--- src/rtl/l2_writeback_buffer.sv ---
// l2_writeback_buffer: posted-write line FIFO between L2 and the cacheline adaptor with read forwarding and write coalescing
module l2_writeback_buffer #(
  parameter int DEPTH = 4
) (
  input  logic         clk,
  input  logic         reset_n,
  input  logic [31:0]  mem_address,
  input  logic         mem_read,
  input  logic         mem_write,
  input  logic [255:0] mem_wdata,
  output logic [255:0] mem_rdata,
  output logic         mem_resp,
  output logic [31:0]  pmem_address,
  output logic         pmem_read,
  output logic         pmem_write,
  output logic [255:0] pmem_wdata,
  input  logic [255:0] pmem_rdata,
  input  logic         pmem_resp,
  output logic         wb_empty
);
  localparam int AW = $clog2(DEPTH);
  localparam logic [AW:0] FULL = (AW+1)'(DEPTH);
  typedef enum logic [1:0] {IDLE, READ, DRAIN, RESP} state_t;
  state_t state, state_n;
  logic [DEPTH-1:0] valid;
  logic [26:0] tags [DEPTH];
  logic [255:0] lines [DEPTH];
  logic [AW-1:0] head, tail, hit_idx;
  logic [AW:0] count;
  logic hit, rd_hit, wr_hit, wr_alloc, drain_done, unused;
  assign unused = ^mem_address[4:0];
  assign wb_empty = count == '0;
  always_comb begin
    hit = 1'b0;
    hit_idx = '0;
    for (int i = 0; i < DEPTH; i++)
      if (valid[i] && tags[i] == mem_address[31:5]) begin
        hit = 1'b1;
        hit_idx = AW'(i);
      end
  end
  // a write stalled on a full buffer falls through to DRAIN and is retried in IDLE afterwards
  always_comb begin
    state_n = state;
    rd_hit = 1'b0;
    wr_hit = 1'b0;
    wr_alloc = 1'b0;
    drain_done = state == DRAIN && pmem_resp;
    case (state)
      IDLE:
        if (mem_read) begin
          rd_hit = hit;
          state_n = hit ? RESP : READ;
        end else if (mem_write && (hit || count != FULL)) begin
          wr_hit = hit;
          wr_alloc = !hit;
          state_n = RESP;
        end else if (count != '0) state_n = DRAIN;
      READ:    state_n = pmem_resp ? RESP : READ;
      DRAIN:   state_n = pmem_resp ? IDLE : DRAIN;
      default: state_n = IDLE;
    endcase
  end
  always_ff @(posedge clk or negedge reset_n)
    if (!reset_n) begin
      state <= IDLE;
      valid <= '0;
      head <= '0;
      tail <= '0;
      count <= '0;
      mem_resp <= 1'b0;
      pmem_read <= 1'b0;
      pmem_write <= 1'b0;
      mem_rdata <= '0;
      pmem_address <= '0;
      pmem_wdata <= '0;
    end else begin
      state <= state_n;
      mem_resp <= state_n == RESP;
      pmem_read <= state_n == READ;
      pmem_write <= state_n == DRAIN;
      if (state == IDLE && state_n == READ) pmem_address <= {mem_address[31:5], 5'b0};
      if (state == IDLE && state_n == DRAIN) begin
        pmem_address <= {tags[head], 5'b0};
        pmem_wdata <= lines[head];
      end
      if (rd_hit) mem_rdata <= lines[hit_idx];
      if (state == READ && pmem_resp) mem_rdata <= pmem_rdata;
      if (wr_alloc) begin
        valid[tail] <= 1'b1;
        tail <= tail + 1'b1;
        count <= count + 1'b1;
      end
      if (drain_done) begin
        valid[head] <= 1'b0;
        head <= head + 1'b1;
        count <= count - 1'b1;
      end
    end
  // entry payload needs no reset: valid bits alone decide whether an entry is live
  always_ff @(posedge clk) begin
    if (wr_alloc) begin
      tags[tail] <= mem_address[31:5];
      lines[tail] <= mem_wdata;
    end
    if (wr_hit) lines[hit_idx] <= mem_wdata;
  end
endmodule

--- config.mk ---
export PLATFORM = sky130hd
export DESIGN_NAME = l2_writeback_buffer
export DESIGN_NICKNAME = d
export VERILOG_FILES = /design/src/rtl/l2_writeback_buffer.sv
export SDC_FILE = /design/constraint.sdc
export NUM_CORES = 2
export LEC_CHECK = 0
export ABC_AREA = 1
export ABC_CLOCK_PERIOD_IN_PS = 33400
export CORE_MARGIN = 2
export CORE_UTILIZATION = 35
export DETAILED_ROUTE_END_ITERATION = 12
export GPL_TIMING_DRIVEN = 0
export PLACE_DENSITY_LB_ADDON = 0.15
export SETUP_SLACK_MARGIN = 0.4
export SLEW_MARGIN = 5
export SYNTH_ARGS = -nofsm -noshare
export SYNTH_HDL_FRONTEND = slang
export SYNTH_SLANG_ARGS = --single-unit
--- constraint.sdc ---
create_clock -name clk -period 33.4 [get_ports clk]
set_input_delay 6.68 -clock clk [delete_from_list [all_inputs] [get_ports clk]]
set_output_delay 6.68 -clock clk [all_outputs]
set_load 0.01 [all_outputs]
# Word-level counts from Yosys, hierarchy flattened
# Memory sizes are Yosys's and may differ from the RTL's. A register that Yosys moved wholly into a read port is not among the register bits.
# Index checks and enable logic that the tools add are counted.
dict set report word_totals {
  reg_bits 304
  ram_bits 1132
  n_memories 2
}
dict set report op_classes {
  bitwise 3
  n_reduce_logical 21
  n_lt_le_gt_ge 4
  n_mux 41
  add_sub_neg 4
  n_eq_ne 10
}
# memory words word_bits read_ports rd_clocked_by_memory_dff write_ports line_no
set memory_table {}
lappend memory_table {lines 4 256 2 1 1 27} ;# logic [255:0] lines [DEPTH];
lappend memory_table {tags 4 27 5 0 1 26} ;# logic [26:0] tags [DEPTH];
# operator count
set ops {}
lappend ops {{256-bit two-way mux} 3}
lappend ops {{256-bit OR reduction} 1}
lappend ops {{27-bit == test} 4}
lappend ops {{32-bit two-way mux} 2}
lappend ops {{1-bit two-way mux} 20}
lappend ops {{2-bit two-way mux} 9}
lappend ops {{1-bit logical AND} 11}
lappend ops {{4-bit two-way mux} 2}
lappend ops {{2-bit == test, second input constant} 3}
lappend ops {{2-bit by 3-bit less-than comparator with 1-bit output, second input constant} 2}
lappend ops {{3-bit two-way mux} 2}
lappend ops {{2-bit one-hot mux with 3 select lines} 1}
lappend ops {{2-bit nonzero test} 3}
lappend ops {{2-bit by 1-bit adder with 2-bit output, second input constant} 2}
lappend ops {{4-bit AND} 1}
lappend ops {{1-bit demux with 2-bit select} 2}
lappend ops {{2-bit by 1-bit == test with 1-bit output, second input constant} 2}
lappend ops {{2-bit by 1-bit >= comparator with 1-bit output, second input constant} 2}
lappend ops {{4-bit NOT} 1}
lappend ops {{4-bit OR} 1}
lappend ops {{3-bit by 1-bit adder with 3-bit output, second input constant} 1}
lappend ops {{3-bit logical NOT} 1}
lappend ops {{3-bit inequality test, second input constant} 1}
lappend ops {{3-bit nonzero test} 1}
lappend ops {{4 further kinds} 5}

# Depth between registers and ports, before layout
# An unclocked memory read counts as a cell.
dict set report depth {
  word_depth 16
  mapped_depth 19
  mapped_depth_nobuf 17
}

# Worst setup path after synthesis
# No wires, ideal clock.
dict set report synth_timing {
  path_kind {input-to-reg}
  start {input port mem_address[15]}
  end {memory lines[1][0] (enable)}
  slack_ns 13.939
  n_path_buf 1
  arrival_ns 18.581
  cell_stages 13
  cell_sequence {buf_2 > xnor2_1 > nand2_1 > nor2_1 > nand3_1 > nor2_2 > nor2_2 > nand2_2 > nand2_1 > o21a_1 > inv_1 > nand2_1 > nor2_1}
}
dict set report synth_via {
  elab_chain_cells 15
  word_cells_on_any_way 31
  cone_classes {4 x eq/ne; 19 x mux; 8 x reduce/logical}
}
# element line_no
set synth_lines {}
lappend synth_lines {{from (decl)} 7} ;# input logic [31:0] mem_address,
lappend synth_lines {{27-bit == test} 37} ;# if (valid[i] && tags[i] == mem_address[31:5]) begin
lappend synth_lines {{1-bit logical AND} 37}
lappend synth_lines {{1-bit two-way mux (4 in a row)} 37}
lappend synth_lines {{1-bit logical OR} 54} ;# end else if (mem_write && (hit || count != FULL)) begin
lappend synth_lines {{1-bit logical AND} 54}
lappend synth_lines {{1-bit two-way mux} 54}
lappend synth_lines {{1-bit two-way mux} 51} ;# if (mem_read) begin
lappend synth_lines {{1-bit two-way mux} 49} ;# case (state)
lappend synth_lines {{1-bit two-way mux} 106} ;# if (wr_hit) lines[hit_idx] <= mem_wdata;
lappend synth_lines {{1-bit two-way mux (not written as such)} 106}
lappend synth_lines {{256-bit OR reduction (no source line)} n/a}
lappend synth_lines {{2-bit two-way mux (no source line) / 1-bit two-way mux (equally long branches)} n/a}
lappend synth_lines {{to (decl)} 27}
# Several ways; a longest one is shown, not always the timed one.

# Final worst setup path
dict set report layout_timing {
  start {input port mem_address[23]}
  end {register mem_rdata[136]}
}
dict set report layout_via {
  elab_chain_cells 9
  word_cells_on_any_way 21
  cone_classes {4 x eq/ne; 11 x mux; 5 x reduce/logical; 1 x memory}
}
# element line_no
set layout_lines {}
lappend layout_lines {{branches (longest 9 deep; another with memory 4 x 256 bit)} n/a}
lappend layout_lines {{to (signal assigned)} 87} ;# if (rd_hit) mem_rdata <= lines[hit_idx];
lappend layout_lines {{to (signal assigned)} 88} ;# if (state == READ && pmem_resp) mem_rdata <= pmem_rdata;
lappend layout_lines {{to (decl)} 11} ;# output logic [255:0] mem_rdata,
# Several ways; the timed one is not identified. The select of a mux whose other input is x is not followed.
# A chain may end at the register's enable or synchronous reset.

==> flow_summary_export.csv <==
group,metric,value,unit
detailed_routing,firstDrtPassIters,8,
place,post_dp_area,95570,um^2
synth,syn-cell-area,79450,um^2
synth,synthTopCellsByArea,"sky130_fd_sc_hd__edfxtp_1 (43%), sky130_fd_sc_hd__dfrtp_1 (17%), sky130_fd_sc_hd__nand2_1 (11%)",
final_layout,filler_cells_inserted,21820,
clocking,post_cts.resized_instances,0,
global_routing,maximum_number_of_pins_on_one_net_before_global_route_repair,104,
clocking,clockBufferDepth,3,
worst_setup_path,reg_to_reg_endpoint,"pmem_address[7]",
power_and_ir_drop,power.density,79.50,nW/um^2
worst_setup_path,r2r_setup_slack,28270,ps
final_layout,layout_common_cells,"sky130_fd_sc_hd__nand2_1 (2375), sky130_fd_sc_hd__inv_1 (1146), sky130_fd_sc_hd__edfxtp_1 (1132)",
clocking,clock_sink_count,1687,
detailed_routing,wl_per_cell,25.78,um
floorplan,floorplan.core_area,225300,um^2
hold_path,min-delay-start,"mem_rdata[225]",
timing,slew_headroom,6.007,%
detailed_routing,via_count,70120,
hold_path,hp-class,"flop to flop",
final_layout,layout.cells.most_common,"sky130_fd_sc_hd__nand2_1",
floorplan,ports_placed_on_the_boundary,1097,
floorplan,die-width,480.5,um
timing,worst_clock_skew,45.84,ps
worst_setup_path,worstSetupEndpointType,"flop",
timing,number_of_endpoints_failing_setup_at_the_final_stage,0,
job,maxCapViolCount,0,
clocking,cts_hold_repair.buffers,0,
outcome,status,"finished, final reports clean",
place,gpl.final_weighted_congestion,0.9651,
synth,synth-seq-cells,1687,
clocking,h-tree-depth,4,
power_and_ir_drop,max-vdd-ir-drop,0.05137,mV
synth,post_synth_num_cell_types,39,
clocking,cts_tree,"yes",
timing,report.final.hold_viol_count,0,
global_routing,groute.usage.overall,29.55,%
floorplan,die_area,230800,um^2
final_layout,final_cell_area,102200,um^2
final_layout,area_growth_synth_to_finish,28.67,%
detailed_routing,routed_via_density,5.149,
synth,yosysWarnings,0,
power_and_ir_drop,total_leakage_power,44.36,nW
clocking,root_buffer,"sky130_fd_sc_hd__clkbuf_16",
timing,period_minus_slack,11210,ps
synth,synth_flop_cell,"sky130_fd_sc_hd__edfxtp_1",
worst_setup_path,critical_path_peak_fanout,10,
worst_setup_path,worst_ep_required_time,34100,ps
final_layout,layout.nets,10960,
final_layout,drive_above_1_share,5.734,%
detailed_routing,drc,0,
floorplan,initial_utilization,35.26,%
timing,tns,0,ps
clocking,clk-insertion-delay-late,860,ps
hold_path,worst_hold_endpoint,"mem_rdata[225]",
timing,timing.final.max_slew_violations,0,
global_routing,grt_remaining_overflow,0,
global_routing,first_global_vias,67100,
clocking,path_clk_slew,60,ps
timing,fmax,89.21,MHz
floorplan,floorplan.rows,174,
global_routing,grt_pass1_wl,490300,um
worst_setup_path,reg2reg_depth,9,
floorplan,fp.dieH,480.5,um
worst_setup_path,cp.arrival,11910,ps
synth,synth_edf_count,1132,
worst_setup_path,worstReg2RegStart,"head[0]",
timing,grt_setup_unrepaired,"false",
hold_path,min_delay_path_depth,2,
detailed_routing,postRouteWirelength,351100,um
timing,actual_transition_at_the_worst_max_transition_pin,1410,ps
synth,seq_area_frac_synth,60.26,%
clocking,cts_made_buffers,191,
timing,layout_worst_path_cycle_share,33.56,%
synth,asyncSetResetFlopFracSynth,32.90,%
synth,netlist.top_cell.by_area,"sky130_fd_sc_hd__edfxtp_1",
detailed_routing,postRouteAntennaNets,0,
synth,syn_area_per_cell,8.779,um^2
synth,postSynthCellCount,9050,
place,buffer_ports.inserted,1086,
clocking,cts_setup_buffers,0,
place,dp_hpwl,261300,um
detailed_routing,drtIter0Drc,6750,
global_routing,antenna_found_initial,123,
worst_setup_path,worstSetupStartpointType,"input pin",
worst_setup_path,crit_type,"input pin to flop",
synth,synth_top_cell_area_share,42.78,%
-- metrics by stage --
step | utilization, % | power (W) | instances | setup WS (ps) | hold slack [ps]
5_1_grt | 45.34 | 0.008523 | 13590 | 22030 | 492.5
3_5_place_dp | 42.42 | 0.005966 | 13200 | 21220 | 464.3
3_3_place_gp | 41.75 | 0.005990 | 13130 | -2287 | 461.7
6_report | 45.37 | 0.008128 | 13620 | 22190 | 476.3
2_1_floorplan | - | 0.004223 | 9054 | 13940 | 483.7
4_1_cts | 45.31 | 0.008166 | 13560 | 22110 | 479.8
-- worst max path at each step --
stage,cells past startpoint,end,slack (ps),start
floorplan,13,lines[1][0],13940,mem_address[15]
global placement,1,mem_rdata[67],-2290,reset_n
detailed placement,16,mem_rdata[136],21220,mem_address[23]
CTS,16,mem_rdata[139],22110,mem_address[23]
global route,16,mem_rdata[136],22030,mem_address[23]
finish,16,mem_rdata[136],22190,mem_address[23]
-- critical path, cell delays in order --
cell and delay, ps:
sky130_fd_sc_hd__clkdlybuf4s50_1 600, sky130_fd_sc_hd__clkbuf_2 250, sky130_fd_sc_hd__xor2_1 570, sky130_fd_sc_hd__nor3b_1 130
sky130_fd_sc_hd__nand4_1 140, sky130_fd_sc_hd__nor2_1 60, sky130_fd_sc_hd__nand2_1 610, sky130_fd_sc_hd__nand2_1 530
sky130_fd_sc_hd__nand2_2 470, sky130_fd_sc_hd__buf_2 650, sky130_fd_sc_hd__buf_2 400, sky130_fd_sc_hd__nand2_1 80
sky130_fd_sc_hd__nand2_1 60, sky130_fd_sc_hd__nand3_1 200, sky130_fd_sc_hd__nand2_1 360, sky130_fd_sc_hd__nand2_1 80
-- registers in the layout (all words and copies together) (netlist names), 3 cells and up --
signal and count:
tags 108, count 3, pmem_address 27, pmem_wdata 256, mem_rdata 256, lines 1024, valid 4
-- where the power goes --
part           switching [W]  internal, W
clock               0.000917      0.00127
combinational        0.00198      0.00109
sequential          0.000239      0.00262
-- routing by layer --
layer / GRT usage [%] / part of all wire, % / vias to the layer above
met5: 0 / 0.14 / -
met4: 13.04 / 4.5 / 74
met3: 7.105 / 8.7 / 616
met2: 48.17 / 47 / 3153
met1: 37.23 / 40 / 33920
li1: - / - / 32360
-- Yosys cell counts, types with 48 or more instances --
cell                       count
sky130_fd_sc_hd__buf_2       170
sky130_fd_sc_hd__buf_1        59
sky130_fd_sc_hd__clkbuf_1    326
sky130_fd_sc_hd__nor2_1      619
sky130_fd_sc_hd__nand3_1     835
sky130_fd_sc_hd__dfrtp_1     555
sky130_fd_sc_hd__a21oi_1     568
sky130_fd_sc_hd__o21ai_0    1054
sky130_fd_sc_hd__nand4_1      48
sky130_fd_sc_hd__inv_1      1150
sky130_fd_sc_hd__edfxtp_1   1132
sky130_fd_sc_hd__nand2_1    2375
-- cell families after synthesis --
logic type                 Yosys count  share of synthesized area, %
DFF                               1687                         60.26
adders and majority gates            9                        0.1512
and+or+nand+nor                   3908                         20.06
other                                1                      0.004720
AOI/OAI and AO/OA                 1669                         10.55
xor gates and xnor gates            31                        0.3417
buffers and inverters             1745                         8.625
-- final cells by class --
class	instances	area [um^2]	share of cell area, %
Antenna cell	59	147.6	0.1444
Buffer	583	2511	2.456
Clock inverter	98	1080	1.056
Tap cell	2992	3744	3.662
Timing Repair Buffer	1151	12310	12.04
Sequential cell	1687	47880	46.83
Multi-Input combinational cell	5622	24770	24.22
Inverter	1162	4362	4.266
Clock buffer	266	5435	5.316
No activity file was read; power rests on OpenSTA's default activity.
